==> config.mk <==
export PLATFORM = sky130hd
export DESIGN_NAME = wrap_event_bcd_counter
export DESIGN_NICKNAME = d
export VERILOG_FILES = /design/src/rtl/wrap_event_bcd_counter.sv
export SDC_FILE = /design/constraint.sdc
export NUM_CORES = 1
export LEC_CHECK = 0
export ABC_AREA = 1
export BUFFER_PORTS_ARGS = -buffer_cell sky130_fd_sc_hd__buf_2
export CAP_MARGIN = 20
export CORE_MARGIN = 3
export CORE_UTILIZATION = 52
export CTS_CLUSTER_SIZE = 16
export DETAILED_ROUTE_END_ITERATION = 16
export HOLD_SLACK_MARGIN = 0.05
export PLACE_DENSITY = 0.86
export SKIP_CTS_REPAIR_TIMING = 1
export SLEW_MARGIN = 20
export SYNTH_ARGS = -nofsm -noshare
export SYNTH_HDL_FRONTEND = slang
export SYNTH_SLANG_ARGS = --single-unit
export TNS_END_PERCENT = 50
==> constraint.sdc <==
create_clock -name clk -period 1.5 [get_ports clk]
set_input_delay 0.225 -clock clk [delete_from_list [all_inputs] [get_ports clk]]
set_output_delay 0.225 -clock clk [all_outputs]
set_load 0.1 [all_outputs]
==> src/rtl/wrap_event_bcd_counter.sv <==
// rtl/wrap_event_bcd_counter.sv - two-digit BCD event counter on rising edges of z with seven-segment outputs
module wrap_event_bcd_counter #(
  parameter int SEG_ACTIVE_LOW = 1,
  parameter int MAX_TENS       = 9
) (
  input  logic       clk,
  input  logic       reset,
  input  logic       z,
  input  logic       hold,
  input  logic       clr,
  output logic [3:0] bcd_ones,
  output logic [3:0] bcd_tens,
  output logic       ovf,
  output logic       inc,
  output logic [6:0] seg_ones,
  output logic [6:0] seg_tens
);

  localparam logic [3:0] MAX_T = 4'(MAX_TENS);

  // {g,f,e,d,c,b,a}; non-BCD codes blank the digit
  function automatic logic [6:0] seg_decode(input logic [3:0] d);
    logic [6:0] p;
    case (d)
      4'd0:    p = 7'b1000000;
      4'd1:    p = 7'b1111001;
      4'd2:    p = 7'b0100100;
      4'd3:    p = 7'b0110000;
      4'd4:    p = 7'b0011001;
      4'd5:    p = 7'b0010010;
      4'd6:    p = 7'b0000010;
      4'd7:    p = 7'b1111000;
      4'd8:    p = 7'b0000000;
      4'd9:    p = 7'b0010000;
      default: p = 7'b1111111;
    endcase
    return (SEG_ACTIVE_LOW != 0) ? p : ~p;
  endfunction

  localparam logic [6:0] SEG_ZERO = (SEG_ACTIVE_LOW != 0) ? 7'b1000000 : 7'b0111111;

  logic       z_d;
  logic       edge_det;
  logic [3:0] ones_nxt;
  logic [3:0] tens_nxt;
  logic       wrap;

  assign edge_det = z & ~z_d;

  // Incremented digit values; wrap means the count rolls from the maximum to 00
  always_comb begin
    ones_nxt = bcd_ones;
    tens_nxt = bcd_tens;
    wrap     = 1'b0;
    if (bcd_ones != 4'd9) begin
      ones_nxt = bcd_ones + 4'd1;
    end else if (bcd_tens != MAX_T) begin
      ones_nxt = 4'd0;
      tens_nxt = bcd_tens + 4'd1;
    end else begin
      ones_nxt = 4'd0;
      tens_nxt = 4'd0;
      wrap     = 1'b1;
    end
  end

  // Previous-z tracking runs every cycle, independent of hold and clr
  always_ff @(posedge clk or posedge reset) begin
    if (reset) z_d <= 1'b0;
    else       z_d <= z;
  end

  // Count register with clr > hold > edge priority
  always_ff @(posedge clk or posedge reset) begin
    if (reset) begin
      bcd_ones <= 4'd0;
      bcd_tens <= 4'd0;
      ovf      <= 1'b0;
      inc      <= 1'b0;
    end else if (clr) begin
      bcd_ones <= 4'd0;
      bcd_tens <= 4'd0;
      ovf      <= 1'b0;
      inc      <= 1'b0;
    end else if (hold) begin
      inc      <= 1'b0;
    end else if (edge_det) begin
      bcd_ones <= ones_nxt;
      bcd_tens <= tens_nxt;
      ovf      <= ovf | wrap;
      inc      <= 1'b1;
    end else begin
      inc      <= 1'b0;
    end
  end

  // Segment patterns trail the digit registers by one stage
  always_ff @(posedge clk or posedge reset) begin
    if (reset) begin
      seg_ones <= SEG_ZERO;
      seg_tens <= SEG_ZERO;
    end else begin
      seg_ones <= seg_decode(bcd_ones);
      seg_tens <= seg_decode(bcd_tens);
    end
  end

endmodule

After elaboration in Yosys (flattened, before gate mapping). Memory sizes are Yosys's and may differ from the RTL's. A register that Yosys moved wholly into a read port is not among the register bits. Cells that the tools add are included. Widths: inputs -> output; s select.

Memory bits (read-only): 224. Word-level logic and storage cells: 36. Memories kept: 2. Bits in registers: 11. Output and inout port bits: 24.

Reduce and logical (&&, ||, !) cells: 3. Add/sub/neg operators: 2. Mux-type cells: 17. Bitwise logic cells: 3. Equal/unequal tests: 4.

Memory list: (no name shown) (words 16, bits a word 7, rd ports 1, clocked after memory_dff 1, write ports 0, RTL line 24) `case (d)`; (no name shown) (words 16, bits a word 7, rd ports 1, clocked after memory_dff 1, write ports 0, RTL line 24).

Operators by type and width (count): $mux 4 (9); $add 4x1->4 const B (2); $mux 1 (8); $ne 4x4->1 const B (2); $reduce_and 3->1 (1); $ne 2x1->1 const B (1); $ne 2x2->1 const B (1); $reduce_and 2->1 (1); $reduce_bool 2->1 (1); $and 1x1->1 (1); $not 1->1 (1); $or 1x1->1 (1).

Logic depth before layout (Yosys ltp). Gate-level depths: netlist of the first run.

Depth in word-level cells: 7. Gate-level depth with buffers: 7.

Worst setup path after synthesis of the first run. OpenSTA, ideal clock, no wires.

Kind: flip-flop to flip-flop. From: register bcd_ones[1]. To: register bcd_ones[1]. Library setup time: 0.120 ns. Slack: -0.496 ns. Required time: 1.380 ns. Clock period less this slack: 1.996 ns. Arrival: 1.876 ns. Stages on the path, launching flop included: 6. Path through: dfrtp_1 inv_1 ha_1 or2_2 nand2_1 nand2_1.

Word-level cells in the longest chain between the ends: 5. Elaborated cells on any way between the ends: 6. Those cells by class: add/sub: 1; eq/ne: 1; mux: 4.

RTL lines: start: declaration (RTL line 11) `output logic [3:0] bcd_ones,`; start signal: assignment (RTL line 88) `bcd_ones <= ones_nxt;`; $add 4x1->4 / $ne 4x4->1 (equally long branches) (RTL line 56, 55); $mux 4 (*) (RTL line 55) `if (bcd_ones != 4'd9) begin`; $mux 4 (*) (RTL line 87) `end else if (edge_det) begin`; $mux 4 (*) (RTL line 85) `end else if (hold) begin`; $mux 4 (*) (RTL line 80) `end else if (clr) begin`.

Every way passes the cells marked *; elsewhere a longest branch is shown, timed or not. The select of a mux whose other input is x is not followed. A chain may end at the register's enable or synchronous reset.

Worst setup path in the final report of the first run.
From: register bcd_tens[0]. To: output port bcd_tens[0].

RTL lines: start: declaration (RTL line 12) `output logic [3:0] bcd_tens,`; start signal: assignment (RTL line 89) `bcd_tens <= tens_nxt;`.

No word-level cell between the ends.

==> results of run 1 <==
[layer usage]
metal / global-route usage / vias to the layer above / part of all wire
li1: - / 506 / -
met1: 0.236 / 473 / 0.43
met2: 0.301 / 32 / 0.49
met3: 0.0161 / 5 / 0.064
met4: 0.0931 / 0 / 0.014
met5: 0 / - / 0
[power by group through the flow]
| stage | sequential, uW | clock, uW | combinational, uW |
|---|---|---|---|
| 2_1_floorplan | 775 | 0 | 38.3 |
| 3_3_place_gp | 704 | 0 | 136 |
| 4_1_cts | 691 | 297 | 140 |
| 5_1_grt | 694 | 321 | 156 |
| 6_report | 692 | 301 | 145 |
| 3_5_place_dp | 705 | 0 | 139 |
[flip-flops by register name (all words and copies together) (netlist names)]
register  flops
bcd_ones      4
bcd_tens      4
inc           1
ovf           1
seg_ones      7
seg_tens      7
z_d           1
[layout make-up]
type                       count  area (sq um)
sequential                    25           648
timing repair buffer          31           188
clock buffer                   4          26.3
tap                           28          35.0
multi-input combinational     94           539
fill                         184           747
inverter                      19          71.3
[cell usage after synthesis (2+ instances only)]
master,n,area share
nor2_1,6,0.018
o21ai_0,15,0.060
nand2_1,39,0.12
inv_2,2,0.0060
nand4_1,2,0.010
ha_1,10,0.10
a21oi_1,2,0.0080
buf_4,3,0.018
inv_1,17,0.051
dfrtp_1,23,0.46
nand3_1,8,0.032
nor2_2,2,0.010
dfstp_2,2,0.042
o21ai_1,2,0.0080
[per-stage QoR]
| stage | setup WS [ns] | cell area, sq um | hold WS [ns] | cells | power (uW) |
|---|---|---|---|---|---|
| after floorplan | -0.00668 | 1270 | 0.251 | 141 | 813 |
| after global placement | 0.160 | 1430 | 0.280 | 195 | 839 |
| after detailed placement | 0.0451 | 1430 | 0.292 | 195 | 844 |
| after CTS | -0.0341 | 1460 | -0.0555 | 199 | 1130 |
| after global routing | 0.00785 | 1510 | 0.0895 | 201 | 1170 |
| final | 0.0320 | 1510 | 0.0871 | 201 | 1140 |
[worst max-delay path by stage]
stage	end	slack [ns]	cells after the start
floorplan	bcd_ones[1]	-0.007	5
CTS	bcd_ones[2]	-0.03	1
global route	bcd_tens[0]	0.008	1
finish	bcd_tens[0]	0.03	1
detailed placement	bcd_tens[2]	0.05	7
global placement	bcd_tens[3]	0.16	7
[logic make-up (layout without fill, tap and decap cells)]
kind of cell	after synthesis	in the layout	synth area share
buffers and inverters	22	54	0.0752
adder cells (fa/ha/maj)	10	10	0.100
AO/OA/AOI/OAI	21	21	0.0892
XOR/XNOR	1	1	0.00702
AND/OR/NAND/NOR	62	62	0.225
flip-flops	25	25	0.503
==> flow_metrics.py, run 1 <==
metrics = {
    "outcome": {
        "outcome": "completed",
    },
    "worst_hold_path": {
        "hold-path-endpoint": "inc",
        "hp-class": "input port to register",
        "hold_start": "clr",
        "hold_path_depth": 2,
    },
    "sta": {
        "setup_viol": 0,
        "maxSlewViolCount": 0,
        "worstMarginPinSlew_ns": 0.492,
        "rsz0062_at_grt": "false",
        "maxSlewHeadroom": 0.674,
        "finalCritPeriodShare": 0.979,
        "tns_ns": 0,
        "hold_viol": 0,
        "fmax_mhz": 681,
        "post-route-min-period_ns": 1.47,
        "clock_skew_ns": 0.000976,
    },
    "setup_path": {
        "cp-startpoint": "bcd_tens[0]",
        "worst-endpoint-arrival_ns": 1.24,
        "crit_path_top_delay_cell": "dfrtp_4",
        "r2r_start": "bcd_tens[1]",
        "ff2ff_path_depth": 7,
        "crit_family": "flip-flops",
        "cpPeakStageDelay_ns": 0.48,
        "worstPathRequired_ns": 1.27,
        "r2r-end": "bcd_tens[3]",
        "path_max_fanout": 8,
        "r2r_setup_slack_ns": 0.12,
        "path_cells": "buf_2",
        "startpoint_type": "register",
        "path_buf_inv": 1,
        "worst_setup_path_end_kind": "output port",
        "critPathKind": "register to output port",
    },
    "power": {
        "ir_drop_uv": 507,
        "pwr-share-seq": 0.609,
        "p_int_uw": 820,
        "swShare": 0.279,
        "power_density_mw_per_mm2": 754,
        "combPwrFrac": 0.127,
        "p_leak_uw": 0.000853,
        "switchingPower_uw": 318,
        "pwr-share-clk": 0.264,
    },
    "floorplanning": {
        "start_util": 0.554,
        "dieArea_sq_mm": 0.00303,
        "core.rowCount": 17,
        "die_w_microns": 55.0,
        "core_sq_mm": 0.00225,
        "pin_count": 29,
        "die_y_microns": 55.0,
    },
    "global_routing": {
        "first_global_vias": 859,
        "grt_max_degree": 26,
        "globalRouteTotalUtil": 0.182,
        "grt-ovfl-total": 0,
        "antenna_found_initial": 0,
        "grt_first_pass_wirelength_microns": 3860,
    },
    "finish": {
        "finish.utilization": 0.669,
        "nNetsFinal": 189,
        "drive_gt1_frac": 0.301,
        "area_delta_synth_final_pct": 20.7,
        "layout_commonest_cell": "nand2_1",
        "final_cell_mix": "nand2_1 (39), buf_2 (20), inv_1 (16)",
        "antenna_cells": 0,
    },
    "routing": {
        "ant_nets": 0,
        "drtPass1Iterations": 4,
        "viasPerCell": 5.05,
        "drt_iter0_drc": 30,
        "vias": 1016,
        "avgRoutedWirePerCell_microns": 12.4,
        "drc_errors": 0,
        "drt_wl_total_microns": 2480,
    },
    "clock_tree": {
        "root_buffer": "clkbuf_4",
        "cts_tree": "done",
        "clk_latency_ns": 0.32,
        "cts_buffers": 3,
        "cts.sinks": 25,
        "clkSlewWorstSetupHoldPaths_ns": 0.13,
        "cts_max_path_buffers": 2,
        "htree_levels": 1,
    },
    "yosys": {
        "yosys.cell_types.count": 22,
        "seq_area_frac_synth": 0.503,
        "synth_edf_count": 0,
        "yosys_warnings": 0,
        "syn_avg_cell_area_sq_um": 8.86,
        "syn_inst": 141,
        "synth_area_sq_mm": 0.00125,
        "synth_seq_cells": 25,
        "synth_nets": 156,
        "ys_async_sr_fraction": 1.00,
        "synth_flop_cell": "dfrtp_1",
    },
    "placed_design": {
        "place_congestion": 0.856,
        "dp_hpwl_microns": 1830,
        "io_buffers": 28,
    },
    "flow_run": {
        "max_cap_viol_count": 0,
    },
}
No activity file was read; power rests on OpenSTA's default activity.
==> inputs of run 2 (changes only) <==
--- a/config.mk
+++ b/config.mk
@@ -9,11 +9,11 @@
 export BUFFER_PORTS_ARGS = -buffer_cell sky130_fd_sc_hd__buf_2
 export CAP_MARGIN = 20
 export CORE_MARGIN = 3
-export CORE_UTILIZATION = 52
+export CORE_UTILIZATION = 40
 export CTS_CLUSTER_SIZE = 16
 export DETAILED_ROUTE_END_ITERATION = 16
 export HOLD_SLACK_MARGIN = 0.05
-export PLACE_DENSITY = 0.86
+export PLACE_DENSITY = 0.71
 export SKIP_CTS_REPAIR_TIMING = 1
 export SLEW_MARGIN = 20
 export SYNTH_ARGS = -nofsm -noshare
==> flow_metrics.py, run 2 (same netlist as run 1, synthesis figures left out) <==
metrics = {
    "outcome": {
        "outcome": "completed",
    },
    "routing": {
        "vias": 1029,
        "drt_iter0_drc": 27,
        "viasPerCell": 5.02,
        "drt_wl_total_microns": 2350,
        "ant_nets": 0,
        "drc_errors": 0,
        "avgRoutedWirePerCell_microns": 11.5,
        "drtPass1Iterations": 4,
    },
    "clock_tree": {
        "htree_levels": 1,
        "root_buffer": "clkbuf_4",
        "cts_max_path_buffers": 2,
        "cts_buffers": 3,
        "clk_latency_ns": 0.31,
        "clkSlewWorstSetupHoldPaths_ns": 0.12,
        "cts.sinks": 25,
        "cts_tree": "done",
    },
    "setup_path": {
        "crit_path_top_delay_cell": "dfrtp_2",
        "r2r-end": "bcd_tens[0]",
        "cp-startpoint": "bcd_tens[3]",
        "path_buf_inv": 1,
        "worstPathRequired_ns": 1.27,
        "r2r_setup_slack_ns": 0.16,
        "worst_setup_path_end_kind": "output port",
        "path_cells": "buf_2",
        "path_max_fanout": 7,
        "ff2ff_path_depth": 7,
        "critical_path_cell_count": 1,
        "r2r_start": "bcd_ones[1]",
        "worst-endpoint-arrival_ns": 1.23,
        "startpoint_type": "register",
        "critPathKind": "register to output port",
        "crit_family": "flip-flops",
        "cpPeakStageDelay_ns": 0.46,
    },
    "floorplanning": {
        "start_util": 0.438,
        "dieArea_sq_mm": 0.00383,
        "pin_count": 29,
        "core_sq_mm": 0.00285,
        "core.rowCount": 19,
        "die_y_microns": 61.9,
        "die_w_microns": 61.9,
    },
    "power": {
        "p_leak_uw": 0.000858,
        "power_density_mw_per_mm2": 743,
        "ir_drop_uv": 351,
    },
    "sta": {
        "post-route-min-period_ns": 1.46,
        "whs_ns": 0.0846,
        "fmax_mhz": 686,
        "maxSlewHeadroom": 0.671,
        "clock_skew_ns": 0.00131,
        "worstMarginPinSlew_ns": 0.497,
        "tns_ns": 0,
        "hold_viol": 0,
        "maxSlewViolCount": 0,
        "finalCritPeriodShare": 0.972,
        "setup_viol": 0,
    },
    "placed_design": {
        "place_congestion": 0.856,
        "dp_hpwl_microns": 1770,
        "io_buffers": 28,
    },
    "finish": {
        "drive_gt1_frac": 0.305,
        "fillers": 269,
        "antenna_cells": 0,
        "final_cell_mix": "nand2_1 (39), buf_2 (20), inv_1 (16)",
        "nNetsFinal": 190,
        "layout_commonest_cell": "nand2_1",
        "area_delta_synth_final_pct": 21.6,
        "reg_top3": "seg_ones (7), seg_tens (7)",
    },
    "global_routing": {
        "globalRouteTotalUtil": 0.136,
        "top_usage_layer": "met2",
        "met1_usage": 0.169,
        "first_global_vias": 913,
        "grt_use_met3": 0.0289,
        "grt_first_pass_wirelength_microns": 3880,
        "grt-ovfl-total": 0,
        "grt_use_met2": 0.229,
        "grt_max_degree": 26,
        "antenna_found_initial": 0,
    },
    "worst_hold_path": {
        "hold_path_depth": 2,
        "hp-class": "input port to register",
        "hold_start": "clr",
        "hold-path-endpoint": "inc",
    },
    "flow_run": {
        "max_cap_viol_count": 0,
    },
}
## run 2: changes by cell type in the layout (fill, tap and decap cells not counted)
cell / previous run / this run
buf_4: 2 / 3
## run 2: final cells by class
class                      count  area [sq um]  area share
tap                           31          38.8      0.0255
inverter                      19          71.3      0.0470
multi-input combinational     94           539       0.355
clock buffer                   4          26.3      0.0173
timing repair buffer          32           195       0.129
sequential                    25           648       0.427
## run 2: layer usage
| layer | vias up | share of wire |
|---|---|---|
| li1 | 512 | - |
| met1 | 484 | 0.46 |
| met2 | 28 | 0.48 |
| met3 | 5 | 0.046 |
| met4 | 0 | 0.015 |
| met5 | - | 0 |
## run 2: metrics by stage
| stage | setup WS, ns | cells | total power [uW] | utilization | cell area, sq um |
|---|---|---|---|---|---|
| global placement | 0.155 | 198 | 840 | 0.502 | 1430 |
| floorplan | -0.00668 | 141 | 813 | - | 1270 |
| finish | 0.0416 | 205 | 1130 | 0.532 | 1520 |
| CTS | -0.0507 | 202 | 1140 | 0.511 | 1460 |
| detailed placement | 0.0539 | 198 | 843 | 0.502 | 1430 |
| global route | -0.00460 | 205 | 1180 | 0.532 | 1520 |
## run 2: report_power, final
group / internal [uW] / switching, uW
clock network: 104 / 189
registers: 686 / 5.91
logic: 29.6 / 114
## run 2: worst max path at each step
stage                   to  slack, ns
3_3_place_gp   bcd_tens[2]       0.16
3_5_place_dp   bcd_tens[0]       0.05
6_report       bcd_tens[3]       0.04
4_1_cts        bcd_ones[2]      -0.05
2_1_floorplan  bcd_ones[1]     -0.007
5_1_grt        bcd_tens[3]     -0.005
